==> config.mk <==
export PLATFORM = sky130hd
export DESIGN_NAME = vblank_update_scheduler
export DESIGN_NICKNAME = d
export VERILOG_FILES = /design/src/rtl/vblank_update_scheduler.sv
export SDC_FILE = /design/constraint.sdc
export NUM_CORES = 1
export LEC_CHECK = 0
export BUFFER_PORTS_ARGS = -buffer_cell sky130_fd_sc_hd__buf_2
export CAP_MARGIN = 15
export CORE_MARGIN = 5
export CORE_UTILIZATION = 45
export CTS_CLUSTER_SIZE = 12
export DETAILED_ROUTE_END_ITERATION = 16
export GPL_TIMING_DRIVEN = 0
export PLACE_DENSITY = 0.62
export SKIP_LAST_GASP = 1
export SYNTH_ARGS = -nofsm -noshare
export SYNTH_HDL_FRONTEND = slang
export SYNTH_SLANG_ARGS = --single-unit
==> constraint.sdc <==
create_clock -name pclk -period 2.3 [get_ports pclk]
set_input_delay 0.69 -clock pclk [delete_from_list [all_inputs] [get_ports pclk]]
set_output_delay 0.69 -clock pclk [all_outputs]
set_load 0.02 [all_outputs]
==> src/rtl/vblank_update_scheduler.sv <==
// Grants game-state updaters exclusive access to the shared registers, one at a time in
// fixed priority, within the vertical blanking interval so every write lands between frames.
//
// state | meaning
// IDLE  | waiting for the vblnk rise that starts a frame
// ARM   | pick the highest-priority pending requester, or finish the frame
// GRANT | one updater owns the game state until done or timeout
// GAP   | one dead cycle so ownership never switches back-to-back
module vblank_update_scheduler #(
    parameter int          N_REQ          = 4,
    parameter int          TIMEOUT        = 4096,
    parameter logic [15:0] FRAME_CNT_INIT = 16'h0000
) (
    input  logic             pclk,
    input  logic             rst_n,
    input  logic             vblnk,
    input  logic [N_REQ-1:0] req,
    input  logic [N_REQ-1:0] done,
    output logic [N_REQ-1:0] grant,
    output logic             frame_tick,
    output logic             busy,
    output logic             timeout_err,
    output logic             overrun_err,
    output logic [15:0]      frame_cnt
);
    localparam int TW = (TIMEOUT > 1) ? $clog2(TIMEOUT) : 1;
    localparam int SW = (N_REQ > 1) ? $clog2(N_REQ) : 1;
    localparam logic [TW-1:0]    TMO_LAST = TW'(TIMEOUT - 1);
    localparam logic [N_REQ-1:0] ONE_BIT  = N_REQ'(1);

    typedef enum logic [1:0] {IDLE, ARM, GRANT, GAP} state_t;

    state_t           state;
    logic             vblnk_q;
    logic [N_REQ-1:0] pending;
    logic [SW-1:0]    sel;
    logic [SW-1:0]    first_idx;
    logic [TW-1:0]    tmo_cnt;
    logic             rise;
    logic             fall;

    assign rise = vblnk & ~vblnk_q;
    assign fall = ~vblnk & vblnk_q;

    // Scan from the top so the lowest set bit (highest priority) wins.
    always_comb begin
        first_idx = '0;
        for (int i = N_REQ - 1; i >= 0; i--) begin
            if (pending[i]) first_idx = SW'(i);
        end
    end

    always_ff @(posedge pclk or negedge rst_n) begin
        if (!rst_n) begin
            state       <= IDLE;
            vblnk_q     <= 1'b0;
            pending     <= '0;
            sel         <= '0;
            tmo_cnt     <= '0;
            grant       <= '0;
            frame_tick  <= 1'b0;
            busy        <= 1'b0;
            timeout_err <= 1'b0;
            overrun_err <= 1'b0;
            frame_cnt   <= FRAME_CNT_INIT;
        end else begin
            vblnk_q    <= vblnk;
            frame_tick <= 1'b0;
            case (state)
                IDLE: begin
                    if (rise) begin
                        pending     <= req;
                        state       <= ARM;
                        busy        <= 1'b1;
                        frame_tick  <= 1'b1;
                        frame_cnt   <= frame_cnt + 16'd1;
                        timeout_err <= 1'b0;
                        overrun_err <= 1'b0;
                    end
                end
                ARM: begin
                    if (pending == '0) begin
                        state <= IDLE;
                        busy  <= 1'b0;
                    end else begin
                        sel     <= first_idx;
                        tmo_cnt <= '0;
                        grant   <= ONE_BIT << first_idx;
                        state   <= GRANT;
                    end
                end
                GRANT: begin
                    if (done[sel]) begin
                        pending[sel] <= 1'b0;
                        grant        <= '0;
                        state        <= GAP;
                    end else if (tmo_cnt == TMO_LAST) begin
                        pending[sel] <= 1'b0;
                        grant        <= '0;
                        timeout_err  <= 1'b1;
                        state        <= GAP;
                    end else begin
                        tmo_cnt <= tmo_cnt + 1'b1;
                    end
                end
                GAP: state <= ARM;
                default: begin
                    state <= IDLE;
                    busy  <= 1'b0;
                    grant <= '0;
                end
            endcase
            // Blanking ended with work outstanding: abandon the rest of the frame.
            if (fall && state != IDLE) begin
                overrun_err <= 1'b1;
                pending     <= '0;
                grant       <= '0;
                busy        <= 1'b0;
                state       <= IDLE;
            end
        end
    end
endmodule

======== After elaboration in Yosys (flattened, before gate mapping) ========
Cells that the tools add are included.
Widths: inputs -> output; s select.
cells by class
  add/subtract/negate cells ............... 2
  $lt $le $gt $ge ......................... 2
  equal/unequal tests ..................... 13
  shift operators ......................... 1
  mux-type cells .......................... 40
  bitwise operators ....................... 7
  reduce and logical (&&, ||, !) cells .... 21
operator list
  operator               number
  $mux 12                3
  $mux 4                 8
  $pmux 12 s2            1
  $mux 2                 9
  $add 16x1->16 const B  1
  $pmux 4 s2             2
  $add 12x1->12 const B  1
  $eq 12x12->1 const B   1
  $mux 1                 12
  $ne 2x2->1 const B     5
  $reduce_bool 2->1      5
  $ne 3x3->1 const B     3
  $reduce_and 3->1       3
  $reduce_bool 3->1      3
  $pmux 2 s4             1
  $reduce_and 2->1       4
  $reduce_and 4->1       2
  $and 4x4->4            1
  $eq 2x2->1 const B     2
  $logic_not 4->1        1
  $ne 4x4->1 const B     1
  $not 4->4              1
  $pmux 1 s2             2
  $shl 1x2->4 const A    1
  other kinds (9)        13
word-level totals
  bits in registers ....................... 45
  output and inout port bits .............. 24

======== Longest topological paths before layout ========
Gate-level depths: netlist of the first run.
  depth in word-level cells ............... 10
  depth in mapped cells ................... 9

======== Worst setup path after synthesis of the first run ========
OpenSTA, ideal clock, no wires.
  path kind ............................... input -> register
  start point ............................. input done[3]
  end point ............................... register tmo_cnt[11]
  library setup time ...................... 69 ps
  arrival ................................. 2078 ps
  data required time ...................... 2231 ps
  slack ................................... 153 ps
  stages .................................. 4
  path buffers ............................ 0
  cell sequence ........................... mux4_2 -> a2111o_1 -> or4_1 -> nand3_1
between the ends
  word-level cells in the longest chain between the ends .. 4
ends and longest elaborated chain
  what                          line  RTL
  start: declaration            18    input logic [N_REQ-1:0] done,
  $bmux 1 s2                    93    if (done[sel]) begin
  $mux 1 (not written as such)  93
  $ne 2x2->1 (no line)          n/a
  $reduce_and 4->1 (no line)    n/a
  end signal: assignment        103   tmo_cnt <= tmo_cnt + 1'b1;
  end: declaration              38    logic [TW-1:0] tmo_cnt;
No other way between the ends. The select of a mux whose other input is x is not followed.
A chain may end at the register's enable or synchronous reset.

======== Worst setup path in the final report of the first run ========
  start point ............................. register sel[0]
  end point ............................... register tmo_cnt[1]
between the ends
  word-level cells in the longest chain between the ends .. 4
ends and longest elaborated chain
  what                          line  RTL
  start: declaration            36    logic [SW-1:0] sel;
  start signal: assignment      86    sel <= first_idx;
  $bmux 1 s2                    93
  $mux 1 (not written as such)  93
  $ne 2x2->1 (no line)          n/a
  $reduce_and 4->1 (no line)    n/a
No other way between the ends. The select of a mux whose other input is x is not followed.

==> results of run 1 <==
==> where the power goes <==
group / internal (mW) / switching [mW] / total [mW]
Sequential: 0.949 / 0.175 / 1.12
Clock: 0.326 / 0.265 / 0.591
Combinational: 0.449 / 0.777 / 1.23
==> worst min path at each step <==
stage                    end  cells after the start          start
6_report       frame_cnt[15]                      1  frame_cnt[15]
5_1_grt        frame_cnt[15]                      1  frame_cnt[15]
4_1_cts        frame_cnt[15]                      1  frame_cnt[15]
3_5_place_dp   frame_cnt[15]                      1  frame_cnt[15]
3_3_place_gp   frame_cnt[15]                      1  frame_cnt[15]
2_1_floorplan           busy                      0          rst_n
==> what timing repair did <==
action	in CTS	in global routing
setup endpoints to repair	7	16
pin swaps	1	0
resized for setup	1	4
setup buffers	4	0
==> logic make-up (layout without fill, tap and decap cells) <==
| logic type | count (synthesis) | after routing | synth area share [%] |
|---|---|---|---|
| simple gates | 92 | 92 | 20.03 |
| compound gates | 70 | 70 | 19.34 |
| xor+xnor | 15 | 15 | 5.565 |
| flops | 45 | 45 | 47.69 |
| fa+ha+maj | 5 | 5 | 2.650 |
| buf+inv | 18 | 63 | 2.914 |
| mux | 3 | 3 | 1.802 |
==> worst register-to-register path: cells and delay by family (launching register included) <==
family	cells	cell delay, ps
compound gates	2	730
flops	1	470
mux	2	850
==> metal layers <==
metal	track usage, %	up-vias	share of wire (%)	wire, um
li1	-	1013	-	-
met1	25.45	949	51	2686
met2	25.48	34	44	2329
met3	3.905	10	3.2	170
met4	5.316	0	1.7	92
met5	0	-	0	0
==> flip-flops by register name, summed over array words and instances, names as in the netlist <==
name / cells
frame_cnt: 16
tmo_cnt: 12
grant: 4
pending: 4
sel: 2
state: 2
busy: 1
frame_tick: 1
overrun_err: 1
timeout_err: 1
vblnk_q: 1
==> layout make-up <==
type                       count  area share (%)
timing repair buffer          38           7.188
multi-input combinational    185           42.90
sequential                    45           40.43
clock inverter                 2           1.393
buffer                         5          0.7188
inverter                      12           1.617
clock buffer                   6           2.606
tap                           70           3.145
==> cells in the mapped netlist, drive strengths merged, types with 3 or more instances <==
cell	n	area, um2
dfrtp	45	1126
nand2	30	112.6
a21oi	18	90.09
o21ai	18	90.09
nand3	16	80.08
xnor2	13	113.9
inv	12	45.04
nor2	12	45.04
a31oi	6	37.54
nand4	6	37.54
a41oi	5	43.79
and3	5	31.28
clkbuf	5	18.77
ha	5	62.56
and4	3	26.28
nand2b	3	18.77
nor3	3	15.01
==> through the flow <==
step / worst slack (ps) / total power [mW] / cell area, um2
detailed placement: -181.5 / 2.321 / 2619
global route: -10.07 / 3.182 / 2785
global placement: -164.4 / 2.302 / 2619
floorplan: 153.2 / 1.962 / 2361
finish: 180.8 / 2.940 / 2785
CTS: 68.65 / 2.950 / 2766
==> results.md, run 1 <==
* Status: finished clean
* Syn nets at 264
* Non-Filler Instances at 363
* Main synth FF type: dfrtp_1
* CP endpoint kind: flop
* Clock Path Buffers at 2
* LEAKAGE at 1.273 nW
* Gp weighted congestion at between 0.8 and 0.9
* Worst-Margin Slew at 985.5 ps
* Die Span Y at slightly above 80 um
* Clk slew on worst S/H paths at approximately 80 ps
* Dpl cells at 352
* Row count at 26
* I/O Pins at 35
* Via Count at between 2k and 2.5k
* Area grow syn2layout at 17.96%
* Filler Cell Count at 506
* WP depth at 4
* Worst r2r path cells at 4
* GR Util All Layers at 17.38%
* Final Hold Fails at 0
* Grt total ovfl at 0
* DR iter-0 viols at 72
* Number of diodes at 0
* Largest stage delay on the critical path at roughly 620 ps
* Setup TNS at 0 ps
* # hold bufs at CTS at 0
* Setup-failing EPs final at 0
* Minimum clock period at 2119 ps
* TritonCTS clock tree: built
* Net count reported at finish at 308
* Buf/Inv on CP at 0
* Final clock skew at 5.432 ps
* Drt first pass iters at 4
* FF-to-FF Start: sel[0]
* Crit path from: sel[0]
* Avg Cell Area, Syn at 9.520 um2
* CP Data Required Time at 2520 ps
* Most frequent cells in the layout: dfrtp_1, buf_2, nand2_1, a21oi_1, o21ai_0
* Worst path top cell family by delay: multiplexers
* #FFs+latches synth at 45
* Vias in the first global route at 1,913
* Post-Syn Instances at 248
* Critical path arrival at ~2300 ps
* Commonest non-fill, non-tap cell in the layout: dfrtp_1
* Min-Delay Path Class: flop to flop
* Initial antenna violation count at 0
* Die width at 82.44 um
* CTS Sinks at 45
* Multi-input gate area at 0.001195 mm2
* Crit share post-route at between 90% and 100%
* Maximum clock rate at 471.9 MHz
* Share of flip-flops with an asynchronous set or reset at 100.0%
* Worst Path Class, Setup: flop to flop
* PortBufs at 34
* Clk root buf: clkbuf_8
* Pin count of the biggest net entering global routing at 46
* Post-DP HPWL at 3740 um
* Crit path launch type: flop
* R2R setup slack at 180 ps
* Synthesis Warnings at 0
* Worst-Skew Late Latency at approximately 300 ps
* Final WL at between 5000 and 6000 um
* Number of flops mapped to enable cells by yosys at 0
* Synthesized cell area at 0.002361 mm2
* Register area share after synthesis at a little under half
* Worst path slowest cell: mux4_2
* Post-route ant nets at 0
* Unique cell type count in the Yosys netlist at between 40 and 50
* Num CTS Buffers at 5
* DR DRC count at 0
* Cells along the critical path: mux4_2 > a31o_2 > a21oi_1 > mux2i_1
* Core area at 0.005107 mm2
* Peak VDD IR at 0.5506 mV
* Crit path max fanout at 7
* Final hold slack at 477.1 ps
* RSZ-0062 raised after global routing: yes
* PwrDens at 1056 mW/mm2
* RR Endpoint: tmo_cnt[1]
* Global-route wire length before repair at 9156 um
* # H-tree levels at 2
* Initial core utilization at ~46%
* Vias per cell at 5.526
* Max_cap viols at 0
* Final core occ at 54.53%
* Die Footprint at 0.006796 mm2
* Critical Path End: tmo_cnt[1]
* Slew HR at around a third
* Routed wire length per instance at around 15 um
* Reg area at ~0.0011 mm2
* Slew Viols, Final at 0
* Share of cells above drive strength 1 at 19.11%
Power figures use the tool's default switching activity.
==> run 2: changes to the inputs <==
--- a/config.mk
+++ b/config.mk
@@ -5,14 +5,14 @@
 export SDC_FILE = /design/constraint.sdc
 export NUM_CORES = 1
 export LEC_CHECK = 0
-export BUFFER_PORTS_ARGS = -buffer_cell sky130_fd_sc_hd__buf_2
 export CAP_MARGIN = 15
 export CORE_MARGIN = 5
 export CORE_UTILIZATION = 45
 export CTS_CLUSTER_SIZE = 12
 export DETAILED_ROUTE_END_ITERATION = 16
+export DONT_BUFFER_PORTS = 1
 export GPL_TIMING_DRIVEN = 0
-export PLACE_DENSITY = 0.62
+export PLACE_DENSITY = 0.57
 export SKIP_LAST_GASP = 1
 export SYNTH_ARGS = -nofsm -noshare
 export SYNTH_HDL_FRONTEND = slang
==> results.md, run 2 (synthesis results as in run 1) <==
* Status: finished clean
* Pre-CTS WS at -133.0 ps
* Share of cells above drive strength 1 at 8.140%
* Grt total ovfl at 0
* Die Span Y at between 80 and 90 um
* PwrDens at about 1100 mW/mm2
* Vias in the first global route at 1,815
* Die width at 82.44 um
* TritonCTS clock tree: built
* Max reg flops at 16
* Peak VDD IR at around 0.65 mV
* Final hold slack at 74.58 ps
* Largest regs: frame_cnt (16), tmo_cnt (12)
* DR DRC count at 0
* Most frequent cells in the layout: dfrtp_1, nand2_1, a21oi_1, o21ai_0, nand3_1
* Total power at 2.830 mW
* Clk slew on worst S/H paths at 80 ps
* Crit path launch type: flop
* Global-route wire length before repair at 8928 um
* Buf/Inv on CP at 0
* RSZ-0062 raised after global routing: no
* Crit path from: sel[0]
* Initial antenna violation count at 0
* Maximum clock rate at 469.7 MHz
* I/O Pins at 35
* CP endpoint kind: flop
* Post-DP HPWL at 3729 um
* Final WL at about 5300 um
* Cells along the critical path: mux4_2 > a31o_2 > a21oi_1 > mux2i_1
* Commonest non-fill, non-tap cell in the layout: dfrtp_1
* Gp weighted congestion at 0.7560
* Slew Viols, Final at 0
* Biggest register: frame_cnt
* Pin count of the biggest net entering global routing at 46
* Worst Path Class, Setup: flop to flop
* Final WS setup at 170.8 ps
* Initial core utilization at 46.23%
* Worst path top cell family by delay: multiplexers
* Combinational power share at 35.4%
* Net Switching at 1.182 mW
* Final Hold Fails at 0
* CP Data Required Time at between 2000 and 3000 ps
* CTS Sinks at 45
* Row count at 26
* GR Util All Layers at 17.35%
* Number of diodes at 0
* Drt first pass iters at 4
* Setup-failing EPs final at 0
* PortBufs at 0
* Clock Path Buffers at 2
* Filler Cell Count at 479
* R2R setup slack at 170 ps
* Crit path max fanout at 7
* Core area at between 0.005 and 0.006 mm2
* Routed wire length per instance at 16.20 um
* P_int at about 1.6 mW
* Slew HR at between 50% and 60%
* Worst-Margin Slew at between 600 and 700 ps
* Clock share of power at 20.5%
* Critical path arrival at 2360 ps
* Min-Delay Path Class: input port to async pin
* Max_cap viols at 0
* # H-tree levels at 2
* Worst path slowest cell: mux4_2
* Net count reported at finish at approximately 270
* Switching share of power at 41.78%
* WP depth at 4
* Worst r2r path cells at 4
* DR iter-0 viols at roughly 70
* Worst-Skew Late Latency at 300 ps
* Largest stage delay on the critical path at 610 ps
* Seq pwr share at 44.1%
* Multi-input gate area at 0.001195 mm2
* FF-to-FF Start: sel[0]
* Reg area at 0.001126 mm2
* Num CTS Buffers at 5
* Setup TNS at 0 ps
* LEAKAGE at 1.104 nW
* Clk root buf: clkbuf_8
* Area grow syn2layout at 10.28%
* Final clock skew at 7.516 ps
* Via Count at roughly 1.9k
* Crit share post-route at approximately 93%
* Vias per cell at 5.762
* Post-route ant nets at 0
* RR Endpoint: tmo_cnt[1]
* Minimum clock period at 2129 ps
* Die Footprint at 0.006796 mm2
* Critical Path End: tmo_cnt[1]
==> run 2: metrics by stage <==
| step | util (%) | instances | instance area, um2 |
|---|---|---|---|
| after CTS | 50.54 | 328 | 2581 |
| after detailed placement | 47.94 | 318 | 2449 |
| after floorplan | - | 248 | 2361 |
| after global routing | 50.98 | 328 | 2604 |
| final | 50.98 | 328 | 2604 |
| after global placement | 47.94 | 318 | 2449 |
==> run 2: area by class of cell <==
class                   instances  area share [%]
plain buffers                   6          0.9130
clock buffers                   5           2.643
clock inverters                 2           1.346
inverters                      12           1.730
multi-input cells             185           45.89
flip-flops and latches         45           43.25
well taps                      70           3.364
repair buffers                  3          0.8650
==> run 2: worst min path at each step <==
stage          start          end  slack (ps)  cells after the start
6_report       rst_n  tmo_cnt[10]          70                      0
5_1_grt        rst_n         busy          50                      0
4_1_cts        rst_n   tmo_cnt[5]          60                      0
3_5_place_dp   rst_n   tmo_cnt[9]         400                      0
3_3_place_gp   rst_n  tmo_cnt[10]         400                      0
2_1_floorplan  rst_n         busy         390                      0
==> run 2: layer usage <==
layer | vias to the layer above | routed length (um) | track usage, %
met2 | 35 | 2410 | 25.48
met4 | 0 | 94 | 7.143
met1 | 906 | 2584 | 24.02
met5 | - | 0 | 0
met3 | 9 | 226 | 4.772
li1 | 940 | - | -
==> run 2: worst register-to-register path, cell delays in order, from the launching register on <==
cell and delay, ps:
dfrtp_1 460, mux4_2 610, a31o_2 300, a21oi_1 440, mux2i_1 240
==> run 2: timing repair <==
item	in CTS	in global routing
pin swaps	1	0
cloned	0	0
endpoints found under the setup margin	8	11
buffers inserted	3	0
hold buffers	0	0
gates resized for setup	1	4
==> run 2: power groups by stage <==
stage / sequential (mW) / clock (mW) / combinational [mW]
after floorplan: 1.21 / 0 / 0.756
after global placement: 1.26 / 0 / 0.953
after detailed placement: 1.26 / 0 / 0.964
after CTS: 1.25 / 0.601 / 0.989
after global routing: 1.29 / 0.641 / 1.13
final: 1.25 / 0.580 / 1.00
==> run 3: changes to the inputs <==
--- a/config.mk
+++ b/config.mk
@@ -6,6 +6,7 @@
 export NUM_CORES = 1
 export LEC_CHECK = 0
 export CAP_MARGIN = 15
+export CORE_ASPECT_RATIO = 0.7
 export CORE_MARGIN = 5
 export CORE_UTILIZATION = 45
 export CTS_CLUSTER_SIZE = 12
==> results.md, run 3 (synthesis results as in run 1) <==
* Peak VDD IR at ~0.49 mV
* Biggest register: frame_cnt
* Setup TNS at 0 ps
* Post-route ant nets at 0
* Final Hold Fails at 0
* Setup-failing EPs final at 0
* Slew Viols, Final at 0
* Met1 Track Usage GR at 30.23%
* Clk slew on worst S/H paths at 90 ps
* Total power at between 2 and 3 mW
* Max reg flops at 16
* Core area at 0.005175 mm2
* TritonCTS clock tree: built
* Initial antenna violation count at 0
* Clk root buf: clkbuf_8
* Worst r2r path cells at 4
* Minimum clock period at 2140 ps
* Post-DP HPWL at 4047 um
* Status: finished clean
* FF-to-FF Start: sel[0]
* RR Endpoint: tmo_cnt[11]
* Die Span Y at between 70 and 80 um
* CP endpoint kind: flop
* Row count at 22
* PortBufs at 0
* Most frequent cells in the layout: dfrtp_1, nand2_1, o21ai_0, a21oi_1, nand3_1
* Area grow syn2layout at 10.12%
* Worst Path Class, Setup: flop to flop
* Met3 GRT Util at 5.313%
* LEAKAGE at 1.089 nW
* Share of cells above drive strength 1 at between 7 and 8%
* Crit share post-route at 93.02%
* Crit path max fanout at 7
* Pin count of the biggest net entering global routing at 46
* Vias in the first global route at 1,773
* R2R setup slack at 160 ps
* I/O Pins at 35
* DR DRC count at 0
* Final clock skew at 9.734 ps
* GR Util All Layers at 17.99%
* Num CTS Buffers at 5
* Die width at 96.58 um
* Die Footprint at 0.006818 mm2
* Net count reported at finish at 272
* Most used routing layer: met1
* Min-Delay Path Class: input port to async pin
* Clock Path Buffers at 2
* Critical path arrival at 2370 ps
* M2 GR Usage at 21.94%
* Commonest non-fill, non-tap cell in the layout: dfrtp_1
* Number of diodes at 0
* Crit path launch type: flop
* Vias per cell at 5.796
* Worst-Margin Slew at 592.5 ps
* Slew HR at between 60% and 70%
* Initial core utilization at 45.62%
* Max_cap viols at 0
* Via Count at 1,907
* Worst-Skew Late Latency at 300 ps
* CP Data Required Time at 2530 ps
* RSZ-0062 raised after global routing: yes
* Routed wire length per instance at 17.04 um
* # hold bufs at CTS at 0
* PwrDens at 1111 mW/mm2
* Crit path from: sel[0]
* Drt first pass iters at 5
* Global-route wire length before repair at ~9500 um
* Gp weighted congestion at around 0.85
* Final WL at 5605 um
* Grt total ovfl at 0
* Largest regs: frame_cnt (16), tmo_cnt (12)
* Maximum clock rate at 467.4 MHz
* # H-tree levels at 2
* Filler Cell Count at between 400 and 500
* CTS Sinks at 45
* Critical Path End: tmo_cnt[11]
* DR iter-0 viols at 174
==> run 3: cell types whose count changed in the layout (fill, tap and decap cells not counted), sizes merged <==
cell / change
buf: -1
clkbuf: +1
clkinv: -1
==> run 3: how the worst min path moves through the flow <==
stage / depth (start not counted) / slack (ps) / end
after global routing: 0 / 60 / frame_cnt[2]
after global placement: 0 / 400 / tmo_cnt[1]
after CTS: 0 / 70 / frame_cnt[2]
after floorplan: 0 / 390 / busy
final: 0 / 80 / tmo_cnt[10]
after detailed placement: 0 / 400 / timeout_err
==> run 3: cell type report <==
cell class / instances / area (um2) / share of cell area, %
inverter: 12 / 45.04 / 1.732
timing repair buffer: 2 / 15.01 / 0.5775
clock inverter: 1 / 30.03 / 1.155
tap: 72 / 90.09 / 3.465
sequential: 45 / 1126 / 43.31
clock buffer: 7 / 86.33 / 3.321
buffer: 5 / 20.02 / 0.7700
multi-input combinational: 185 / 1187 / 45.67
==> run 3: what timing repair did <==
action	CTS	global route
setup endpoints to repair	7	18
pin swaps	1	0
buffers inserted	2	0
gates resized for setup	1	3
==> run 3: critical path: stages, from the launching register on <==
cell and delay, ps:
dfrtp_1 490, mux4_2 620, a2111o_1 380, or4_1 490
nand3_1 100
==> run 3: per-stage QoR <==
step | instances | util (%) | worst slack (ps) | hold slack (ps) | instance area, um2
after floorplan | 248 | - | 153.2 | 394.4 | 2361
after global placement | 320 | 47.36 | -148.5 | 396.0 | 2451
after detailed placement | 320 | 47.36 | -151.9 | 396.4 | 2451
after CTS | 330 | 50.02 | 12.23 | 69.62 | 2589
after global routing | 329 | 50.24 | -8.688 | 55.35 | 2600
final | 329 | 50.24 | 160.4 | 75.64 | 2600
==> run 3: layer usage <==
| layer | vias to the layer above | part of all wire (%) |
|---|---|---|
| li1 | 938 | - |
| met1 | 914 | 54 |
| met2 | 50 | 39 |
| met3 | 5 | 6.7 |
| met4 | 0 | 0.82 |
| met5 | - | 0 |
==> run 3: where the power goes <==
group,switching [mW],leakage (nW),total (mW),internal [mW]
registers,0.303,0.606,1.25,0.947
clock network,0.267,0.0585,0.622,0.354
logic,0.635,0.425,1.02,0.382
